<file path="src/rtl/bcd_scan_if.sv">
// bcd_scan_if: load/status/scan bundle between a value source and bcd_scan.
// Ports: din/din_valid (source -> scanner); busy, dout, sel, blank (scanner -> source/display).
// master = value source and display consumer, slave = bcd_scan itself.
interface bcd_scan_if;
   logic [15:0] din;       // unsigned binary value to display
   logic        din_valid; // load strobe, honoured only while idle
   logic        busy;      // conversion in progress
   logic [3:0]  dout;      // BCD code of the selected digit
   logic [4:0]  sel;       // one-hot digit enable, bit 0 = units
   logic        blank;     // selected digit is a suppressed leading zero

   modport master (
      output din, din_valid,
      input  busy, dout, sel, blank
   );

   modport slave (
      input  din, din_valid,
      output busy, dout, sel, blank
   );
endinterface

</file>
<file path="src/rtl/bcd_scan.sv">
// bcd_scan: 16-bit binary to 5-digit BCD (double-dabble) with a multiplexed 7-segment digit scanner.
// Latency: load at edge t, 16 conversion cycles, new digits visible from edge t+17; scan runs every SCAN_DIV cycles.
// Backpressure: none; din_valid while busy is dropped. Ports: clk, rst (sync, active-high), bus (bcd_scan_if.slave).
module bcd_scan #(
   parameter int unsigned SCAN_DIV = 50000
) (
   input  logic       clk,
   input  logic       rst,
   bcd_scan_if.slave  bus
);

   typedef enum logic {IDLE = 1'b0, CONV = 1'b1} state_t;

   localparam logic [19:0] PRESC_LAST = 20'(SCAN_DIV - 1);

   state_t      state;
   state_t      state_nxt;
   logic [15:0] shreg;
   logic [19:0] work;
   logic [19:0] work_adj;
   logic [19:0] work_shift;
   logic [4:0]  cnt;
   logic [19:0] disp;
   logic [19:0] presc;
   logic [2:0]  idx;
   logic        last_shift;

   assign last_shift = (cnt == 5'd15);

   // ---------------- FSM: state register ----------------
   always_ff @(posedge clk) begin
      if (rst) begin
         state <= IDLE;
      end else begin
         state <= state_nxt;
      end
   end

   // ---------------- FSM: next state ----------------
   always_comb begin
      state_nxt = state;
      case (state)
         IDLE:    if (bus.din_valid) state_nxt = CONV;
         CONV:    if (last_shift)    state_nxt = IDLE;
         default: state_nxt = IDLE;
      endcase
   end

   // ---------------- FSM: outputs ----------------
   always_comb begin
      bus.busy = (state == CONV);
   end

   // Double-dabble step: correct every nibble >= 5 before the shift so that
   // the doubling carries correctly into the next decimal digit.
   always_comb begin
      work_adj = work;
      for (int i = 0; i < 5; i++) begin
         if (work[4*i +: 4] >= 4'd5) begin
            work_adj[4*i +: 4] = work[4*i +: 4] + 4'd3;
         end
      end
      work_shift = {work_adj[18:0], shreg[15]};
   end

   // Conversion datapath. The display register is only written on the final
   // shift, so the scanner never sees a partial result.
   always_ff @(posedge clk) begin
      if (rst) begin
         shreg <= '0;
         work  <= '0;
         cnt   <= '0;
         disp  <= '0;
      end else begin
         case (state)
            IDLE: begin
               if (bus.din_valid) begin
                  shreg <= bus.din;
                  work  <= '0;
                  cnt   <= '0;
               end
            end
            CONV: begin
               shreg <= {shreg[14:0], 1'b0};
               work  <= work_shift;
               cnt   <= cnt + 5'd1;
               if (last_shift) begin
                  disp <= work_shift;
               end
            end
            default: ;
         endcase
      end
   end

   // Free-running scan prescaler and digit index, independent of the FSM.
   always_ff @(posedge clk) begin
      if (rst) begin
         presc <= '0;
         idx   <= '0;
      end else if (presc == PRESC_LAST) begin
         presc <= '0;
         idx   <= (idx == 3'd4) ? 3'd0 : idx + 3'd1;
      end else begin
         presc <= presc + 20'd1;
      end
   end

   // Digit decode from registered idx/disp only. Blank is set when this digit
   // and every digit above it are zero; the units digit is never blanked.
   always_comb begin
      bus.sel   = 5'b00001;
      bus.dout  = disp[3:0];
      bus.blank = 1'b0;
      case (idx)
         3'd1: begin
            bus.sel   = 5'b00010;
            bus.dout  = disp[7:4];
            bus.blank = (disp[19:4] == 16'd0);
         end
         3'd2: begin
            bus.sel   = 5'b00100;
            bus.dout  = disp[11:8];
            bus.blank = (disp[19:8] == 12'd0);
         end
         3'd3: begin
            bus.sel   = 5'b01000;
            bus.dout  = disp[15:12];
            bus.blank = (disp[19:12] == 8'd0);
         end
         3'd4: begin
            bus.sel   = 5'b10000;
            bus.dout  = disp[19:16];
            bus.blank = (disp[19:16] == 4'd0);
         end
         default: ;
      endcase
   end

endmodule

</file>
<file path="src/flat_wrapper.sv">
// flat-port wrapper written by rule: the top's interface ports become plain ports
module bcd_scan_flat 
#(
   parameter int unsigned SCAN_DIV = 50000
)
  (clk, rst, bus_din, bus_din_valid, bus_busy, bus_dout, bus_sel, bus_blank);
  bcd_scan_if bus_i ();
  input  logic clk;
  input  logic rst;
  input wire logic [$bits(bus_i.din)-1:0] bus_din;
  input wire logic [$bits(bus_i.din_valid)-1:0] bus_din_valid;
  output wire logic [$bits(bus_i.busy)-1:0] bus_busy;
  output wire logic [$bits(bus_i.dout)-1:0] bus_dout;
  output wire logic [$bits(bus_i.sel)-1:0] bus_sel;
  output wire logic [$bits(bus_i.blank)-1:0] bus_blank;
  assign bus_i.din = bus_din;
  assign bus_i.din_valid = bus_din_valid;
  assign bus_busy = bus_i.busy;
  assign bus_dout = bus_i.dout;
  assign bus_sel = bus_i.sel;
  assign bus_blank = bus_i.blank;
  bcd_scan #(.SCAN_DIV(SCAN_DIV)) u_core (.clk(clk), .rst(rst), .bus(bus_i));
endmodule
</file>
<file path="config.mk">
export PLATFORM = sky130hd
export DESIGN_NAME = bcd_scan_flat
export DESIGN_NICKNAME = d
export VERILOG_FILES = /design/src/rtl/bcd_scan_if.sv /design/src/rtl/bcd_scan.sv /design/src/flat_wrapper.sv
export SDC_FILE = /design/constraint.sdc
export NUM_CORES = 1
export LEC_CHECK = 0
export CAP_MARGIN = 20
export CORE_MARGIN = 5
export CORE_UTILIZATION = 45
export CTS_CLUSTER_DIAMETER = 80
export CTS_CLUSTER_SIZE = 30
export DETAILED_ROUTE_END_ITERATION = 12
export PLACE_DENSITY = 0.61
export REMOVE_ABC_BUFFERS = 1
export SETUP_SLACK_MARGIN = 0.1
export SLEW_MARGIN = 10
export SYNTH_ARGS = -nofsm -noshare
export SYNTH_HDL_FRONTEND = slang
export SYNTH_SLANG_ARGS = --single-unit
</file>
<file path="constraint.sdc">
create_clock -name clk -period 5.49 [get_ports clk]
set_input_delay 0.8235 -clock clk [delete_from_list [all_inputs] [get_ports clk]]
set_output_delay 0.8235 -clock clk [all_outputs]
set_load 0.01 [all_outputs]
</file>
==> flow_summary_export.csv, run 1 <==
group,metric,value,unit
sta,period_minus_slack,3.40,ns
routing,vias,3500,
sta,finalCritPeriodShare,0.619,
power_and_ir_drop,report.power.total,1.18,mW
worst_setup_path,path_class,"reg2out",
global_route,antenna_found_initial,0,
yosys,synth_top_area_share,0.400,
yosys,yosysWarningCount,0,
cts,cts_buffers,9,
sta,max_freq,294,MHz
worst_setup_path,cp-end-kind,"output port",
cts,clockBufferDepth,2,
floorplanning,dieArea,11500,um2
cts,post_cts_buffers,0,
floorplanning,die_h,107,um
worst_setup_path,crit_fanout,11,
worst_setup_path,crit_arrival,2.58,ns
routing,drc_errors,0,
cts,cts-htree-levels,3,
layout,areaGrowthSynthToFinish,12.8,%
routing,avgViaCountPerCell,5.37,
cts,clock_latency,0.36,ns
sta,hold_violations,0,
cts,cts_tree,"yes",
layout,drive_gt1_frac,0.0650,
power_and_ir_drop,p_leak,1.61,nW
yosys,synth_common_cells,"dfxtp_1 (85), nor2_1 (81), a21oi_1 (36)",
routing,drt_wl_total,9350,um
yosys,synthCells,503,
routing,drtIter0Drc,184,
worst_setup_path,worstPathRequired,4.67,ns
sta,fin_skew,0.0148,ns
floorplanning,start_util,0.460,
placed_design,dpl_worst_slack,2.54,ns
sta,rsz0062_at_grt,"false",
sta,final_max_slew_viol_count,0,
cts,cts.sinks,85,
cts,clk_pin_slew,0.10,ns
global_route,grt_max_degree,45,
placed_design,hpwl,6600,um
global_route,grt-ovfl-total,0,
yosys,syn_avg_cell_area,8.45,um2
global_route,grt_pass1_wl,15700,um
routing,drtAntennaViolNets,0,
placed_design,port_buffers,29,
flow_run,drv_cap,0,
yosys,synth_most_common_cell,"dfxtp_1",
cts,clock-root-buffer,"clkbuf_8",
routing,drt_pass1_iterations,4,
run_status,status,"finished clean",
hold_path,min_path_type,"reg2reg",
yosys,netlist_top_cells_area,"dfxtp_1 (40%), nor2_1 (7.2%), ha_1 (5.3%)",
worst_setup_path,critPathLaunchType,"register",
global_route,grt_pass1_vias,3273,
sta,layout_setup_ws,2.09,ns
yosys,synth_top_cell_by_area,"dfxtp_1",
yosys,ys.flop_type,"dfxtp_1",
sta,slew_headroom,0.494,
yosys,async_reset_ff_frac,0,
power_and_ir_drop,ir_worst_vdd,0.000110,V
power_and_ir_drop,p_per_area,246,nW/um2
global_route,track_usage,0.169,
layout,antenna_cells,0,
floorplanning,core,9240,um2
cts,cts_resized,0,
yosys,netlist_area,4250,um2
placed_design,gp_congestion,0.866,
yosys,seq_area_frac_synth,0.400,
cts,cts_hold_buf,0,
routing,routedWlPerCell,14.3,um
sta,setup_violations,0,
yosys,synth_cell_type_count,44,
floorplanning,die_w,107,um
floorplanning,io_pins,30,
sta,tightestPinTransition,0.759,ns
yosys,synth-seq-cells,85,
yosys,synth_edf_count,0,
floorplanning,rows,35,
layout,layout.nets,555,
sta,fin_tns_setup,0,ns
## report_power, final
group	switching [mW]	total [mW]	internal [mW]
Sequential	0.0122	0.639	0.627
Combinational	0.0358	0.0676	0.0318
Clock	0.236	0.474	0.238
Total	0.284	1.18	0.897
## per-layer routing
| layer | GRT usage | vias to the layer above | share of wire |
|---|---|---|---|
| li1 | - | 1803 | - |
| met1 | 0.231 | 1638 | 0.51 |
| met2 | 0.266 | 50 | 0.45 |
| met3 | 0.0349 | 9 | 0.029 |
| met4 | 0.0539 | 0 | 0.010 |
| met5 | 0 | - | 0 |
## worst paths after layout
check | startpoint | to | slack, ns | cells after the start
setup / recovery | u_core.idx[0] | bus_blank | 2.09 | 7
hold reg to reg | u_core.presc[0] | u_core.presc[0] | 0.46 | 1
hold / removal | u_core.presc[0] | u_core.presc[0] | 0.46 | 1
setup reg to reg | u_core.bus.busy | u_core.disp[2] | 3.36 | 3
## kinds of logic after synthesis
logic type / count (synthesis) / synth area share
AO/OA/AOI/OAI: 98 / 0.146
adder cells (fa/ha/maj): 18 / 0.0530
buffers and inverters: 52 / 0.0530
flip-flops: 85 / 0.400
AND/OR/NAND/NOR: 205 / 0.246
multiplexers: 24 / 0.0580
XOR/XNOR: 21 / 0.0433
## cell type report
type | count | area (um2)
Sequential cell | 85 | 1700
Fill cell | 903 | 4450
Tap cell | 129 | 161
Multi-Input combinational cell | 366 | 2320
Clock inverter | 4 | 55.1
Clock buffer | 12 | 155
Inverter | 24 | 90.1
Timing Repair Buffer | 32 | 308
## cells in the final DEF (no fill, tap or decap), types with 5 or more instances in the layout
cell              n
dfxtp_1          84
nor2_1           81
a21oi_1          36
clkdlybuf4s50_1  28
o21ai_0          27
inv_1            23
nand2_1          21
nor3_1           20
mux2i_1          19
xnor2_1          19
ha_1             18
nand3_1          13
nor4_1           11
nand3b_1         11
clkbuf_8         11
o32ai_1          10
nor2b_1           8
nor3b_1           7
nand4_1           6
and2_1            6
o31a_1            5
mux2_2            5
a311oi_1          5
## state kept, by name, summed over array words and instances (netlist names)
name             count
u_core.disp         20
u_core.presc        20
u_core.work         20
u_core.shreg        16
u_core.cnt           5
u_core.idx           3
u_core.bus.busy      1
## stage by stage
stage           util  area (um2)  instances  hold slack (ns)
5_1_grt        0.519        4790        652            0.502
3_5_place_dp   0.496        4580        636            0.449
2_1_floorplan      -        4110        475            0.430
4_1_cts        0.519        4790        652            0.469
6_report       0.519        4790        652            0.463
3_3_place_gp   0.496        4580        636            0.446
## critical path: stages (launching register included)
cell	delay, ns
dfxtp_1	0.35
inv_1	0.11
ha_1	0.27
nor3_1	0.08
nor2_1	0.51
a31oi_1	0.17
a21oi_1	0.17
clkdlybuf4s50_1	0.55
No activity file was read; power rests on OpenSTA's default activity.
==> run 2, diff against run 1 <==
--- a/config.mk
+++ b/config.mk
@@ -11,7 +11,7 @@
 export CTS_CLUSTER_DIAMETER = 80
 export CTS_CLUSTER_SIZE = 30
 export DETAILED_ROUTE_END_ITERATION = 12
-export PLACE_DENSITY = 0.61
+export PLACE_DENSITY = 0.63
 export REMOVE_ABC_BUFFERS = 1
 export SETUP_SLACK_MARGIN = 0.1
 export SLEW_MARGIN = 10
==> constraint.sdc (replaced) <==
create_clock -name clk -period 2.9 [get_ports clk]
set_input_delay 0.435 -clock clk [delete_from_list [all_inputs] [get_ports clk]]
set_output_delay 0.435 -clock clk [all_outputs]
set_load 0.01 [all_outputs]
==> run 2 against run 1 <==
Effect of this change: power is 82% higher; clock power grew 71%; non-clock buffer count increased by 7; via count is 0.69% higher; sequential power up 88%; count of clock-buffer cells in the layout did not move; final cell count up 0.77%; design area up 1.1%; first-iteration DRC count is 26% lower; combinational power up 100%; clock skew is 0.0043 ns lower; critical path type unchanged; largest power group unchanged; highest routed layer unchanged.
==> flow_summary_export.csv, run 2 (same netlist as run 1, synthesis figures left out) <==
group,metric,value,unit
layout,drive_gt1_frac,0.0852,
floorplanning,die_w,107,um
hold_path,min_path_cells,1,
cts,clk_pin_slew,0.08,ns
layout,final_cell_mix,"dfxtp_1 (83), nor2_1 (80), a21oi_1 (36)",
sta,hold_violations,0,
floorplanning,start_util,0.460,
worst_setup_path,crit_arrival,2.23,ns
hold_path,min_path_type,"reg2reg",
sta,fin_skew,0.0105,ns
routing,drt_pass1_iterations,5,
worst_setup_path,r2r_cells,4,
layout,reg_top3,"u_core.disp: 20 flops, u_core.presc: 20 flops, u_core.work: 20 flops",
sta,finalCritPeriodShare,0.917,
routing,drc_errors,0,
power_and_ir_drop,p_per_area,444,nW/um2
cts,cts.sinks,85,
sta,whs,0.464,ns
sta,rsz0062_at_grt,"false",
worst_setup_path,cp.depth,7,
global_route,grt_pass1_vias,3318,
worst_setup_path,crit_path_max_incr_delay,0.55,ns
cts,clockBufferDepth,2,
power_and_ir_drop,report.power.total,2.15,mW
sta,tightestPinTransition,0.683,ns
worst_setup_path,path_class,"reg2out",
worst_setup_path,cp-end-kind,"output port",
routing,drtAntennaViolNets,0,
floorplanning,die_h,107,um
routing,wl_met2,4110,um
worst_setup_path,crit_family,"buffers and inverters",
routing,topRoutingLayerUsed,"met4",
routing,drtIter0Drc,136,
routing,avgViaCountPerCell,5.36,
worst_setup_path,cp_slowest_cell,"clkdlybuf4s50_1",
routing,wl_met3,348,um
global_route,grt-ovfl-total,0,
worst_setup_path,cp_common_cell,"a21oi_1",
routing,vias,3524,
floorplanning,io_pins,30,
layout,antenna_cells,0,
layout,areaGrowthSynthToFinish,14.0,%
power_and_ir_drop,p_leak,1.65,nW
worst_setup_path,critPathLaunchType,"register",
floorplanning,rows,35,
cts,cts_tree,"yes",
routing,drt_wl_total,9290,um
global_route,antenna_found_initial,0,
sta,fin_tns_setup,0,ns
routing,met1_length,4660,um
layout,layout.nets,562,
worst_setup_path,critPathBufInv,2,
routing,routedWlPerCell,14.1,um
worst_setup_path,cp_cell_sequence,"inv_1 -> ha_2 -> nor2b_1 -> a21oi_1 -> nand4b_1 -> a21oi_1 -> clkdlybuf4s50_1",
power_and_ir_drop,ir_worst_vdd,0.000203,V
sta,slew_headroom,0.544,
layout,layout_commonest_cell,"dfxtp_1",
worst_setup_path,worstPathRequired,2.47,ns
run_status,status,"finished clean",
placed_design,gp_congestion,0.843,
cts,cts-htree-levels,3,
cts,clock-root-buffer,"clkbuf_8",
placed_design,port_buffers,29,
floorplanning,core,9240,um2
sta,setup_violations,0,
sta,max_freq,376,MHz
global_route,grt_pass1_wl,15700,um
global_route,track_usage,0.170,
cts,cts_buffers,9,
sta,period_minus_slack,2.66,ns
global_route,grt_max_degree,31,
floorplanning,dieArea,11500,um2
worst_setup_path,crit_fanout,6,
flow_run,drv_cap,0,
sta,final_max_slew_viol_count,0,
placed_design,hpwl,6730,um
cts,clock_latency,0.35,ns
-- run 2: final timing paths --
check                         end            start  slack (ns)
hold reg to reg   u_core.presc[0]  u_core.presc[0]        0.46
setup reg to reg  u_core.presc[4]  u_core.presc[4]        0.86
setup / recovery        bus_blank    u_core.idx[1]        0.24
hold / removal    u_core.presc[0]  u_core.presc[0]        0.46
-- run 2: power breakdown --
part           switching (mW)  internal, mW
clock                   0.397         0.412
combinational          0.0739        0.0640
sequential             0.0180          1.19
total                   0.488          1.66
-- run 2: per-layer routing --
metal,vias up,global-route usage
li1,1811,-
met1,1642,0.232
met2,57,0.257
met3,14,0.0464
met4,0,0.0594
met5,-,0
-- run 2: cell type report --
type | instances | area [um2]
clock inverters | 2 | 35.0
fillers | 889 | 4390
inverters | 24 | 93.8
clock buffers | 12 | 145
repair buffers | 39 | 358
well taps | 129 | 161
flip-flops and latches | 85 | 1700
multi-input cells | 366 | 2350
-- run 2: metrics by stage --
stage          instance area (um2)  setup slack [ns]   util  instances
2_1_floorplan                 4110             0.418      -        475
3_3_place_gp                  4620             0.401  0.500        641
3_5_place_dp                  4620             0.340  0.500        641
4_1_cts                       4810             0.130  0.520        655
5_1_grt                       4850            0.0963  0.524        657
6_report                      4850             0.239  0.524        657
-- run 2: timing repair --
item,in CTS,in global routing
pin swaps,0,1
endpoints found under the setup margin,6,4
hold buffers,0,0
endpoints found under the hold margin,0,0
gates resized for setup,4,7
buffers inserted,0,2
==> run 3, diff against run 2 <==
--- a/config.mk
+++ b/config.mk
@@ -7,11 +7,11 @@
 export LEC_CHECK = 0
 export CAP_MARGIN = 20
 export CORE_MARGIN = 5
-export CORE_UTILIZATION = 45
+export CORE_UTILIZATION = 42
 export CTS_CLUSTER_DIAMETER = 80
 export CTS_CLUSTER_SIZE = 30
 export DETAILED_ROUTE_END_ITERATION = 12
-export PLACE_DENSITY = 0.63
+export PLACE_DENSITY = 0.6
 export REMOVE_ABC_BUFFERS = 1
 export SETUP_SLACK_MARGIN = 0.1
 export SLEW_MARGIN = 10
==> run 3 against run 2 <==
Effect of this change: design area rose by 0.75%; non-clock buffer count fell by 1; routed wire length rose by 2.8%; combinational power barely moved; global-route usage fell by 1.1 points; clock skew rose by 0.0022 ns; utilization fell by 2.7 points.
==> flow_summary_export.csv, run 3 (same netlist as run 1, synthesis figures left out) <==
group,metric,value,unit
cts,clock_latency,0.36,ns
routing,vias,3598,
cts,cts-htree-levels,3,
global_route,grt_pass1_vias,3359,
worst_setup_path,cp-end-kind,"output port",
cts,clock-root-buffer,"clkbuf_8",
sta,rsz0062_at_grt,"false",
sta,tightestPinTransition,0.696,ns
routing,drc_errors,0,
sta,final_max_slew_viol_count,0,
routing,drt_pass1_iterations,4,
worst_setup_path,crit_arrival,2.11,ns
floorplanning,dieArea,12200,um2
floorplanning,core,9820,um2
layout,ff_latch_area,1710,um2
sta,setup_violations,0,
run_status,status,"finished clean",
placed_design,placed_cells,646,
cts,cts_buffers,9,
global_route,track_usage,0.159,
floorplanning,start_util,0.433,
routing,routedWlPerCell,14.4,um
sta,finalCritPeriodShare,0.876,
layout,antenna_cells,0,
floorplanning,die_w,111,um
layout,multi_input_area,2330,um2
layout,layout_commonest_cell,"dfxtp_1",
sta,period_minus_slack,2.54,ns
layout,layout.nets,561,
cts,cts_tree,"yes",
worst_setup_path,crit_path_max_incr_delay,0.55,ns
layout,stdcell_count,661,
hold_path,min_path_type,"reg2reg",
sta,max_freq,394,MHz
power_and_ir_drop,p_leak,1.73,nW
sta,fin_tns_setup,0,ns
power_and_ir_drop,ir_worst_vdd,0.000349,V
layout,final_cell_mix,"dfxtp_1 (82), nor2_1 (81), a21oi_1 (36)",
cts,clockBufferDepth,2,
placed_design,port_buffers,29,
flow_run,drv_cap,0,
sta,slew_headroom,0.535,
worst_setup_path,cp_slowest_cell,"clkdlybuf4s50_1",
power_and_ir_drop,p_per_area,473,nW/um2
placed_design,gp_congestion,0.847,
layout,drive_gt1_frac,0.0871,
layout,reg_top3,"u_core.disp: 20 flops, u_core.presc: 20 flops, u_core.work: 20 flops",
sta,hold_violations,0,
routing,drtIter0Drc,166,
hold_path,min_path_cells,1,
layout,n_fill_cell,972,
floorplanning,io_pins,30,
global_route,grt-ovfl-total,0,
worst_setup_path,cp_common_cell,"nor2_1",
floorplanning,die_h,111,um
worst_setup_path,r2r_cells,4,
worst_setup_path,critPathLaunchType,"register",
cts,cts.sinks,85,
worst_setup_path,path_class,"reg2out",
global_route,grt_pass1_wl,16300,um
layout,areaGrowthSynthToFinish,14.9,%
placed_design,hpwl,6820,um
routing,avgViaCountPerCell,5.44,
worst_setup_path,crit_fanout,11,
worst_setup_path,worstPathRequired,2.47,ns
global_route,grt_max_degree,31,
floorplanning,rows,36,
cts,cts_hold_buf,0,
worst_setup_path,cp_cell_sequence,"inv_1 -> ha_2 -> nor3_1 -> nor2_1 -> buf_4 -> nor2_1 -> clkdlybuf4s50_1",
routing,drtAntennaViolNets,0,
routing,drt_wl_total,9550,um
cts,clk_pin_slew,0.08,ns
sta,fin_skew,0.0127,ns
global_route,antenna_found_initial,0,
==> run 3: final timing paths <==
path	slack, ns	to	startpoint
worst max-delay path	0.36	bus_sel[0]	u_core.idx[0]
worst min-delay path	0.46	u_core.presc[0]	u_core.presc[0]
worst max register to register	0.85	u_core.presc[11]	u_core.presc[4]
worst min register to register	0.46	u_core.presc[0]	u_core.presc[0]
==> run 3: metrics by stage <==
stage | area (um2) | hold WS (ns) | setup slack [ns] | utilization | power, mW
global route | 4880 | 0.499 | 0.203 | 0.497 | 2.41
detailed placement | 4630 | 0.448 | 0.357 | 0.472 | 1.37
global placement | 4630 | 0.445 | 0.440 | 0.472 | 1.37
finish | 4880 | 0.460 | 0.359 | 0.497 | 2.31
CTS | 4870 | 0.468 | 0.103 | 0.496 | 2.34
floorplan | 4110 | 0.430 | 0.418 | - | 1.30
==> run 3: critical path, delay by kind of cell (launching register included) <==
family / cells / cell delay (ns)
fa+ha+maj: 1 / 0.22
buf+inv: 3 / 0.81
flops: 1 / 0.36
simple gates: 3 / 0.35
==> run 3: timing repair <==
item,4_1_cts,5_1_grt
endpoints found under the setup margin,4,3
resized for setup,3,8
gates cloned,0,0
setup buffers,0,0
==> run 3: cell type report <==
class                      instances  share of cell area
tap                              133              0.0341
sequential                        85               0.349
multi-input combinational        366               0.477
inverter                          24              0.0185
clock inverter                     3              0.0138
clock buffer                      12              0.0338
timing repair buffer              38              0.0733
==> run 3: metal layers <==
layer | track usage | vias up | part of all wire
met5 | 0 | - | 0
met4 | 0.0558 | 0 | 0.013
met3 | 0.0399 | 11 | 0.037
met2 | 0.246 | 68 | 0.45
met1 | 0.216 | 1711 | 0.50
li1 | - | 1808 | -
==> run 3: report_power, final <==
group	total (mW)	internal [mW]	switching [mW]
clock	0.964	0.551	0.413
combinational	0.139	0.0640	0.0748
sequential	1.21	1.19	0.0195
total	2.31	1.80	0.507
